`src/rtl/reg_scoreboard_pkg.sv`:
```
// Shared sizing constants and types for the register scoreboard.
package reg_scoreboard_pkg;

    localparam int NUM_REGS = 32;
    localparam int ADDR_W   = 5;
    localparam int CNT_W    = 2;
    localparam int CNT_MAX  = 3;

    typedef logic [CNT_W-1:0]  cnt_t;
    typedef logic [ADDR_W-1:0] reg_addr_t;

endpackage

```
`src/rtl/sb_counter.sv`:
```
// Outstanding-write counter for one architectural register.
// clr wins over everything; inc and dec together cancel; the count
// saturates at both ends instead of wrapping.
module sb_counter
    import reg_scoreboard_pkg::*;
(
    input  logic clk,
    input  logic rst,
    input  logic inc,
    input  logic dec,
    input  logic clr,
    output cnt_t count,
    output logic nonzero
);

    // Count update with flush priority and saturation at 0 and CNT_MAX
    always_ff @(posedge clk or posedge rst) begin
        if (rst) begin
            count <= '0;
        end else if (clr) begin
            count <= '0;
        end else if (inc && !dec) begin
            if (count != CNT_W'(CNT_MAX)) count <= count + cnt_t'(1);
        end else if (dec && !inc) begin
            if (count != '0) count <= count - cnt_t'(1);
        end
    end

    assign nonzero = |count;

endmodule

```
`src/rtl/reg_scoreboard.sv`:
```
// Register scoreboard: tracks outstanding writes for registers 1..31,
// stalls decode on RAW hazards or a full destination counter, and flags
// write-backs that have no matching outstanding issue.
module reg_scoreboard
    import reg_scoreboard_pkg::*;
(
    input  logic                clk,
    input  logic                rst,
    input  logic                issue_valid,
    input  logic [ADDR_W-1:0]   issue_rs,
    input  logic [ADDR_W-1:0]   issue_rt,
    input  logic                issue_uses_rt,
    input  logic                issue_we,
    input  logic [ADDR_W-1:0]   issue_dst,
    input  logic                wb_valid,
    input  logic [ADDR_W-1:0]   wb_dst,
    input  logic                flush,
    output logic                stall,
    output logic                issue_fire,
    output logic [NUM_REGS-1:0] pending,
    output logic                err_underflow
);

    cnt_t                counts [NUM_REGS];
    logic [NUM_REGS-1:0] nonzero;
    logic                rs_busy;
    logic                rt_busy;
    logic                dst_full;
    logic                issue_inc;
    logic                wb_hit;
    logic                underflow;

    // A source stays busy unless its last outstanding write retires this cycle
    function automatic logic src_busy(input cnt_t c, input reg_addr_t src,
                                      input logic wv, input reg_addr_t wd);
        return (c != '0) && !((c == cnt_t'(1)) && wv && (wd == src));
    endfunction

    // Register 0 is hardwired: never counted, never pending
    assign counts[0]  = '0;
    assign nonzero[0] = 1'b0;

    assign rs_busy    = src_busy(counts[issue_rs], issue_rs, wb_valid, wb_dst);
    assign rt_busy    = src_busy(counts[issue_rt], issue_rt, wb_valid, wb_dst);
    assign dst_full   = issue_we && (counts[issue_dst] == CNT_W'(CNT_MAX));

    assign stall      = issue_valid && (rs_busy || (issue_uses_rt && rt_busy) || dst_full);
    assign issue_fire = issue_valid && !stall && !flush;

    assign issue_inc  = issue_fire && issue_we;
    assign wb_hit     = wb_valid;

    // Write-back to an idle register is an error unless an issue to the
    // same register cancels it this cycle; a flushing cycle discards it.
    assign underflow  = wb_valid && !flush && (wb_dst != '0) &&
                        (counts[wb_dst] == '0) &&
                        !(issue_inc && (issue_dst == wb_dst));

    for (genvar i = 1; i < NUM_REGS; i++) begin : g_reg
        logic inc;
        logic dec;
        assign inc = issue_inc && (issue_dst == ADDR_W'(i));
        assign dec = wb_hit && (wb_dst == ADDR_W'(i));
        sb_counter u_cnt (
            .clk     (clk),
            .rst     (rst),
            .inc     (inc),
            .dec     (dec),
            .clr     (flush),
            .count   (counts[i]),
            .nonzero (nonzero[i])
        );
    end

    assign pending = nonzero;

    // Sticky underflow flag, cleared only by reset
    always_ff @(posedge clk or posedge rst) begin
        if (rst) begin
            err_underflow <= 1'b0;
        end else if (underflow) begin
            err_underflow <= 1'b1;
        end
    end

endmodule

```
`config.mk`:
```
export PLATFORM = sky130hd
export DESIGN_NAME = reg_scoreboard
export DESIGN_NICKNAME = d
export VERILOG_FILES = /design/src/rtl/reg_scoreboard_pkg.sv /design/src/rtl/sb_counter.sv /design/src/rtl/reg_scoreboard.sv
export SDC_FILE = /design/constraint.sdc
export NUM_CORES = 1
export LEC_CHECK = 0
export ABC_AREA = 1
export CAP_MARGIN = 20
export CORE_AREA = 2 2 127 116
export DETAILED_ROUTE_END_ITERATION = 16
export DIE_AREA = 0 0 129 118
export HOLD_SLACK_MARGIN = 0.06
export PLACE_DENSITY_LB_ADDON = 0.05
export SLEW_MARGIN = 20
export SYNTH_ARGS = -nofsm -noshare
export SYNTH_HDL_FRONTEND = slang
export SYNTH_HIERARCHICAL = 1
export SYNTH_SLANG_ARGS = --single-unit
```
`constraint.sdc`:
```
create_clock -name clk -period 3.8 [get_ports clk]
set_clock_uncertainty 0.15 [all_clocks]
set_input_delay 0.95 -clock clk [delete_from_list [all_inputs] [get_ports clk]]
set_output_delay 0.95 -clock clk [all_outputs]
set_load 0.005 [all_outputs]
```
Word-level counts from Yosys, hierarchy flattened
Index checks and enable logic that the tools add are counted.

word-level totals
  bits in registers = 63
  word-level logic and storage cells = 768
  input port bits = 27
  output and inout bits = 35

operators by class
  $add $sub $neg = 62
  order comparisons = 4
  reduce and logical (&&, ||, !) cells = 369
  bitwise operators = 4
  muxes and demuxes = 167
  equal/unequal tests = 130

operators by type and width
  cell                                                                 count
  2-bit 2-to-1 mux                                                     163
  3-bit nonzero test                                                   62
  5-bit == test (second input constant)                                32
  1-bit logical AND                                                    141
  3-bit inequality test (second input constant)                        31
  3-bit AND reduction                                                  31
  5-bit by 4-bit == test with 1-bit output (second input constant)     16
  1-bit zero test                                                      67
  2-bit nonzero test                                                   33
  2-bit by 1-bit adder with 2-bit output (second input constant)       31
  2-bit inequality test (second input constant)                        31
  2-bit OR reduction                                                   31
  2-bit by 1-bit subtractor with 2-bit output (second input constant)  31
  2-bit binary-select mux with 5-bit select                            4
  5-bit by 3-bit == test with 1-bit output (second input constant)     8
  6-bit greater-or-equal comparator (second input constant)            4
  5-bit NOT with 6-bit output                                          4
  5-bit by 2-bit == test with 1-bit output (second input constant)     4
  5-bit == test                                                        3
  5-bit by 1-bit == test with 1-bit output (second input constant)     2
  5-bit nonzero test                                                   1
  2-bit by 1-bit == test with 1-bit output (second input constant)     2
  2-bit == test (second input constant)                                1
  2-bit zero test                                                      1
  1-bit logical OR                                                     2

Longest topological paths before layout
  depth in word-level cells = 23
  gate-level depth with buffers = 22
  depth with buffers taken out = 19

Hierarchy
The synthesis kept the hierarchy.

by module, submodules not included
  module          cells an instance  times used  area each (µm²)  seq. area each (µm²)
  sb_counter      22                 31          140.1            50.0
  reg_scoreboard  723                1           3184.3           25.0

Worst setup path after synthesis
OpenSTA, ideal clock, no wires.

  path kind = input-to-output
  start = input issue_rt[1]
  end = output stall
  required time = 2.700 ns
  arrival = 2.118 ns
  slack = 0.582 ns
  stages = 10
  path buffers = 2
  path through = buf_2 -> buf_2 -> o211ai_1 -> nand3_1 -> nand3_1 -> nand3_1 -> nand2_1 -> a21oi_1 -> nor2_4 -> nor2_1

between the ends
  cells in the longest elaborated chain, start to end = 13
  elaborated cells between the ends (all ways) = 15
  those cells by class = eq/ne (2); mux (3); bitwise (1); reduce/logical (9)

ends and longest elaborated chain
  what                                                 line                  source
  from (decl)                                          reg_scoreboard.sv:11  input logic [ADDR_W-1:0] issue_rt,
  5-bit NOT with 6-bit output (not written as such)    reg_scoreboard.sv:44  assign rt_busy = src_busy(counts[issue_rt], issue_rt, wb_valid, wb_dst);
  2-bit binary-select mux with 5-bit select            reg_scoreboard.sv:44
  2-bit 2-to-1 mux (not written as such) (2 in a row)  reg_scoreboard.sv:44
  2-bit by 1-bit == test with 1-bit output             reg_scoreboard.sv:36  return (c != '0) && !((c == cnt_t'(1)) && wv && (wd == src));
  1-bit logical AND (2 in a row)                       reg_scoreboard.sv:36
  1-bit zero test                                      reg_scoreboard.sv:36
  1-bit logical AND (*)                                reg_scoreboard.sv:36
  1-bit logical AND (*)                                reg_scoreboard.sv:47  assign stall = issue_valid && (rs_busy || (issue_uses_rt && rt_busy) || dst_full);
  1-bit logical OR (*) (2 in a row)                    reg_scoreboard.sv:47
  1-bit logical AND (*)                                reg_scoreboard.sv:47
  to (decl)                                            reg_scoreboard.sv:18  output logic stall,

Every way passes the cells marked *; elsewhere a longest branch is shown, timed or not. The select of a mux whose other input is x is not followed.

Worst setup path in the final report
  start = input issue_rt[0]
  end = output issue_fire

between the ends
  cells in the longest elaborated chain, start to end = 16
  elaborated cells between the ends (all ways) = 18
  those cells by class = eq/ne (2); mux (3); bitwise (1); reduce/logical (12)

ends and longest elaborated chain
  what                                                 line                  source
  5-bit NOT with 6-bit output (not written as such)    reg_scoreboard.sv:44
  2-bit binary-select mux with 5-bit select            reg_scoreboard.sv:44
  2-bit 2-to-1 mux (not written as such) (2 in a row)  reg_scoreboard.sv:44
  2-bit by 1-bit == test with 1-bit output             reg_scoreboard.sv:36
  1-bit logical AND (2 in a row)                       reg_scoreboard.sv:36
  1-bit zero test                                      reg_scoreboard.sv:36
  1-bit logical AND (*)                                reg_scoreboard.sv:36
  1-bit logical AND (*)                                reg_scoreboard.sv:47
  1-bit logical OR (*) (2 in a row)                    reg_scoreboard.sv:47
  1-bit logical AND (*)                                reg_scoreboard.sv:47
  1-bit zero test (*)                                  reg_scoreboard.sv:48  assign issue_fire = issue_valid && !stall && !flush;
  1-bit logical AND (*) (2 in a row)                   reg_scoreboard.sv:48
  to (decl)                                            reg_scoreboard.sv:19  output logic issue_fire,

Marks and branches as above.

==> tab_implementation.tex <==
\begin{tabular}{lr}
\hline
Metric & Value \\
\hline
\multicolumn{2}{l}{\textbf{STA}} \\
RSZ-0062 raised after global routing & false \\
Clock period minus worst slack & 3.68 ns \\
Transition at the pin with the smallest max-transition slack & 0.565 ns \\
Peak clock frequency supported by timing & 272 MHz \\
Final setup viols & 0 \\
Period utilization & 0.969 \\
Final Hold Vio Count & 0 \\
Worst relative slew slack & 0.622 \\
Final Max Tran Viols & 0 \\
Worst hold margin & 0.320 ns \\
\multicolumn{2}{l}{\textbf{Route}} \\
Average wire per standard cell & 15.1 um \\
Overall via count from detail\_route & 9120 \\
DR pass1 iterations & 6 \\
Starting DRT DRC Count & 914 \\
Wirelength, routed & 26000 um \\
DRC violations left & 0 \\
Via-per-instance ratio & 5.31 \\
Post-route antenna net violation count & 0 \\
\multicolumn{2}{l}{\textbf{GRT}} \\
Total GRT Usage & 0.343 \\
First-pass GRT wire length & 40900 um \\
Antenna violations before repair & 0 \\
Pin count of the biggest net entering global routing & 34 \\
Vias in the first global route & 8072 \\
Final global-route overflow total & 0 \\
\multicolumn{2}{l}{\textbf{CTS}} \\
Number of buffers added by the clock tree synthesis step & 9 \\
Number of H-tree branching levels & 3 \\
Longest Clk Path Bufs & 2 \\
Clock Sink Count & 63 \\
CTS Root Buffer Type & sky130\_fd\_sc\_hd\_\_clkbuf\_16 \\
Worst-Skew Late Latency & 0.34 ns \\
Clock-pin slew of the registers on the worst-case setup and hold paths & 0.06 ns \\
Clock tree from TritonCTS & yes \\
\multicolumn{2}{l}{\textbf{Yosys}} \\
Top cell types by occurrence after synthesis & sky130\_fd\_sc\_hd\_\_nand2\_1 (461), sky130\_fd\_sc\_hd\_\_inv\_1 (326), sky130\_fd\_sc\_hd\_\_nand3\_1 (173) \\
Ys Warns & 6 \\
Most instantiated flip-flop cell in the synthesis netlist & sky130\_fd\_sc\_hd\_\_dfrtp\_1 \\
Post-synthesis async set-or-reset flop share & 1.00 \\
Seq cells post-synth & 63 \\
Fraction of post-synthesis cell area in the top cell type by area & 0.230 \\
Sequential cell area fraction in the yosys report & 0.209 \\
Count of different cell masters after synthesis & 27 \\
Number of enable flip-flop cells after synthesis & 0 \\
Avg Cell Area, Syn & 5.36 um\^{}2 \\
Most frequent cell after synthesis & sky130\_fd\_sc\_hd\_\_nand2\_1 \\
Leading cell types by total area after synthesis & sky130\_fd\_sc\_hd\_\_nand2\_1 (23\%), sky130\_fd\_sc\_hd\_\_dfrtp\_1 (21\%), sky130\_fd\_sc\_hd\_\_inv\_1 (16\%), sky130\_fd\_sc\_hd\_\_nand3\_1 (12\%), sky130\_fd\_sc\_hd\_\_nor2\_1 (5.4\%) \\
Post-synthesis cell count & 1405 \\
Syn nets & 1463 \\
Netlist Area Pre-Place & 7530 um\^{}2 \\
Cell type with the highest aggregate area in the netlist & sky130\_fd\_sc\_hd\_\_nand2\_1 \\
\multicolumn{2}{l}{\textbf{Power}} \\
Leak pwr & 5.26 nW \\
Worst IR drop on VDD & 0.213 mV \\
Sum of internal, switching and leakage power & 0.00205 W \\
Power per standard cell area & 218 nW/um\^{}2 \\
\multicolumn{2}{l}{\textbf{Critical path}} \\
Minimum setup slack among reg-to-reg paths & 0.98 ns \\
Worst setup path start & issue\_rt[0] \\
Largest fanout of any net on the critical path & 13 \\
Timing endpoint of the critical path & issue\_fire \\
Critical Path Start Type & input port \\
Crit path required time & 2.70 ns \\
Endpoint of the most critical register-to-register path & g\_reg[4].u\_cnt/count[1]\$\_DFFE\_PP0P\_ \\
Critical Path AT & 2.58 ns \\
Class of the most critical setup path & input port to primary output \\
Kind of capture point of the worst setup path & primary output \\
Depth of the worst register-to-register path & 19 \\
R2R Path Start & g\_reg[18].u\_cnt/count[0]\$\_DFFE\_PP0P\_ \\
\multicolumn{2}{l}{\textbf{Die}} \\
Std cell rows & 41 \\
Overall die area & 15200 um\^{}2 \\
Effective utilization at floorplan & 0.542 \\
Die extent in x & 129 um \\
\# IOs & 62 \\
Core area & 13900 um\^{}2 \\
Height of the die & 118 um \\
\multicolumn{2}{l}{\textbf{Place}} \\
Number of placed instances, taps included & 1694 \\
Half-perimeter wire length after detailed placement & 19000 um \\
Count of input and output buffers & 60 \\
Routability-driven placement congestion ratio & 1.09 \\
\multicolumn{2}{l}{\textbf{Job}} \\
Total of max-cap violations & 0 \\
\multicolumn{2}{l}{\textbf{Hold path}} \\
Hold Path Class & register to register \\
Hold Path Stages & 2 \\
\multicolumn{2}{l}{\textbf{Finish}} \\
Area growth from synthesis to layout & 24.9\% \\
N\_diodes & 0 \\
Post-Layout Cell Count & 1719 \\
Final core area utilization & 0.676 \\
Ratio of cells with drive above 1 in the final layout & 0.0891 \\
Number of nets in the final layout & 1579 \\
\multicolumn{2}{l}{\textbf{Outcome}} \\
Result of the run & complete, no violations \\
\hline
\end{tabular}
[worst max-delay path, cell delays in order]
cell                        delay, ns
sky130_fd_sc_hd__buf_4           0.15
sky130_fd_sc_hd__inv_2           0.10
sky130_fd_sc_hd__bufbuf_16       0.29
sky130_fd_sc_hd__nand2_1         0.06
sky130_fd_sc_hd__nand3_1         0.07
sky130_fd_sc_hd__nand3_1         0.09
sky130_fd_sc_hd__nand3_1         0.11
sky130_fd_sc_hd__nand3_1         0.09
sky130_fd_sc_hd__nand2_2         0.09
sky130_fd_sc_hd__a21oi_4         0.08
sky130_fd_sc_hd__buf_4           0.15
sky130_fd_sc_hd__nor4_4          0.19
sky130_fd_sc_hd__buf_2           0.15
[power by group]
| group | leakage [nW] | internal (W) | switching [W] | total (W) |
|---|---|---|---|---|
| Sequential | 0.875 | 0.000671 | 0.0000000190 | 0.000671 |
| Clock | 0.158 | 0.000609 | 0.000329 | 0.000937 |
| Combinational | 4.23 | 0.000167 | 0.000271 | 0.000438 |
[area by class of cell]
type / count / area [um^2]
repair buffers: 147 / 1470
flip-flops and latches: 63 / 1580
clock inverters: 5 / 80.1
fillers: 1361 / 4500
well taps: 193 / 241
inverters: 332 / 1250
clock buffers: 11 / 253
multi-input cells: 968 / 4530
[stage by stage]
step | TNS [ns] | worst slack, ns | cell area (um^2)
6_report | 0 | 0.118 | 9400
2_1_floorplan | 0 | 0.582 | 7530
5_1_grt | 0 | 0.0239 | 9400
3_5_place_dp | -14.56 | -0.623 | 8860
3_3_place_gp | -12.94 | -0.604 | 8860
4_1_cts | -0.0198 | -0.0198 | 9360
[state kept, by name, indices dropped and copies added (netlist names)]
signal,count
err_underflow,1
g.u_cnt/count,62
[routing by layer]
layer	GRT usage	vias to the layer above	share of wire
met5	0	-	0
met1	0.464	4014	0.43
li1	-	4539	-
met4	0.176	0	0.050
met3	0.107	87	0.11
met2	0.487	480	0.40
[worst min-delay path by stage]
stage / from / end / slack (ns)
2_1_floorplan: err_underflow$_DFFE_PP0P_ / err_underflow$_DFFE_PP0P_ / 0.31
3_3_place_gp: err_underflow$_DFFE_PP0P_ / err_underflow$_DFFE_PP0P_ / 0.31
3_5_place_dp: err_underflow$_DFFE_PP0P_ / err_underflow$_DFFE_PP0P_ / 0.31
4_1_cts: err_underflow$_DFFE_PP0P_ / err_underflow$_DFFE_PP0P_ / 0.33
5_1_grt: err_underflow$_DFFE_PP0P_ / err_underflow$_DFFE_PP0P_ / 0.36
6_report: err_underflow$_DFFE_PP0P_ / err_underflow$_DFFE_PP0P_ / 0.32
[placed cells by master, fill, tap and decap left out, drive strengths merged, types with 9 or more instances in the layout]
| cell type | n |
|---|---|
| nand3 | 173 |
| clkdlybuf4s50 | 37 |
| inv | 332 |
| o21ai | 79 |
| o211ai | 14 |
| nor2 | 111 |
| dfrtp | 63 |
| ha | 31 |
| a21oi | 72 |
| nand4 | 9 |
| clkbuf | 17 |
| buf | 88 |
| nand2 | 461 |
[logic make-up after synthesis]
family	share of synthesized area
xor gates and xnor gates	0.00233
AOI/OAI and AO/OA	0.122
DFF	0.209
other	0.000498
buffers and inverters	0.196
and+or+nand+nor	0.418
adders and majority gates	0.0515
[timing repair]
item / in CTS / in global routing
resized for setup: 58 / 22
pin swaps: 3 / 9
gates cloned: 4 / 1
hold buffers: 0 / 0
setup buffers: 3 / 1
setup endpoints to repair: 2 / 2
(Power assumes the default switching activity.)
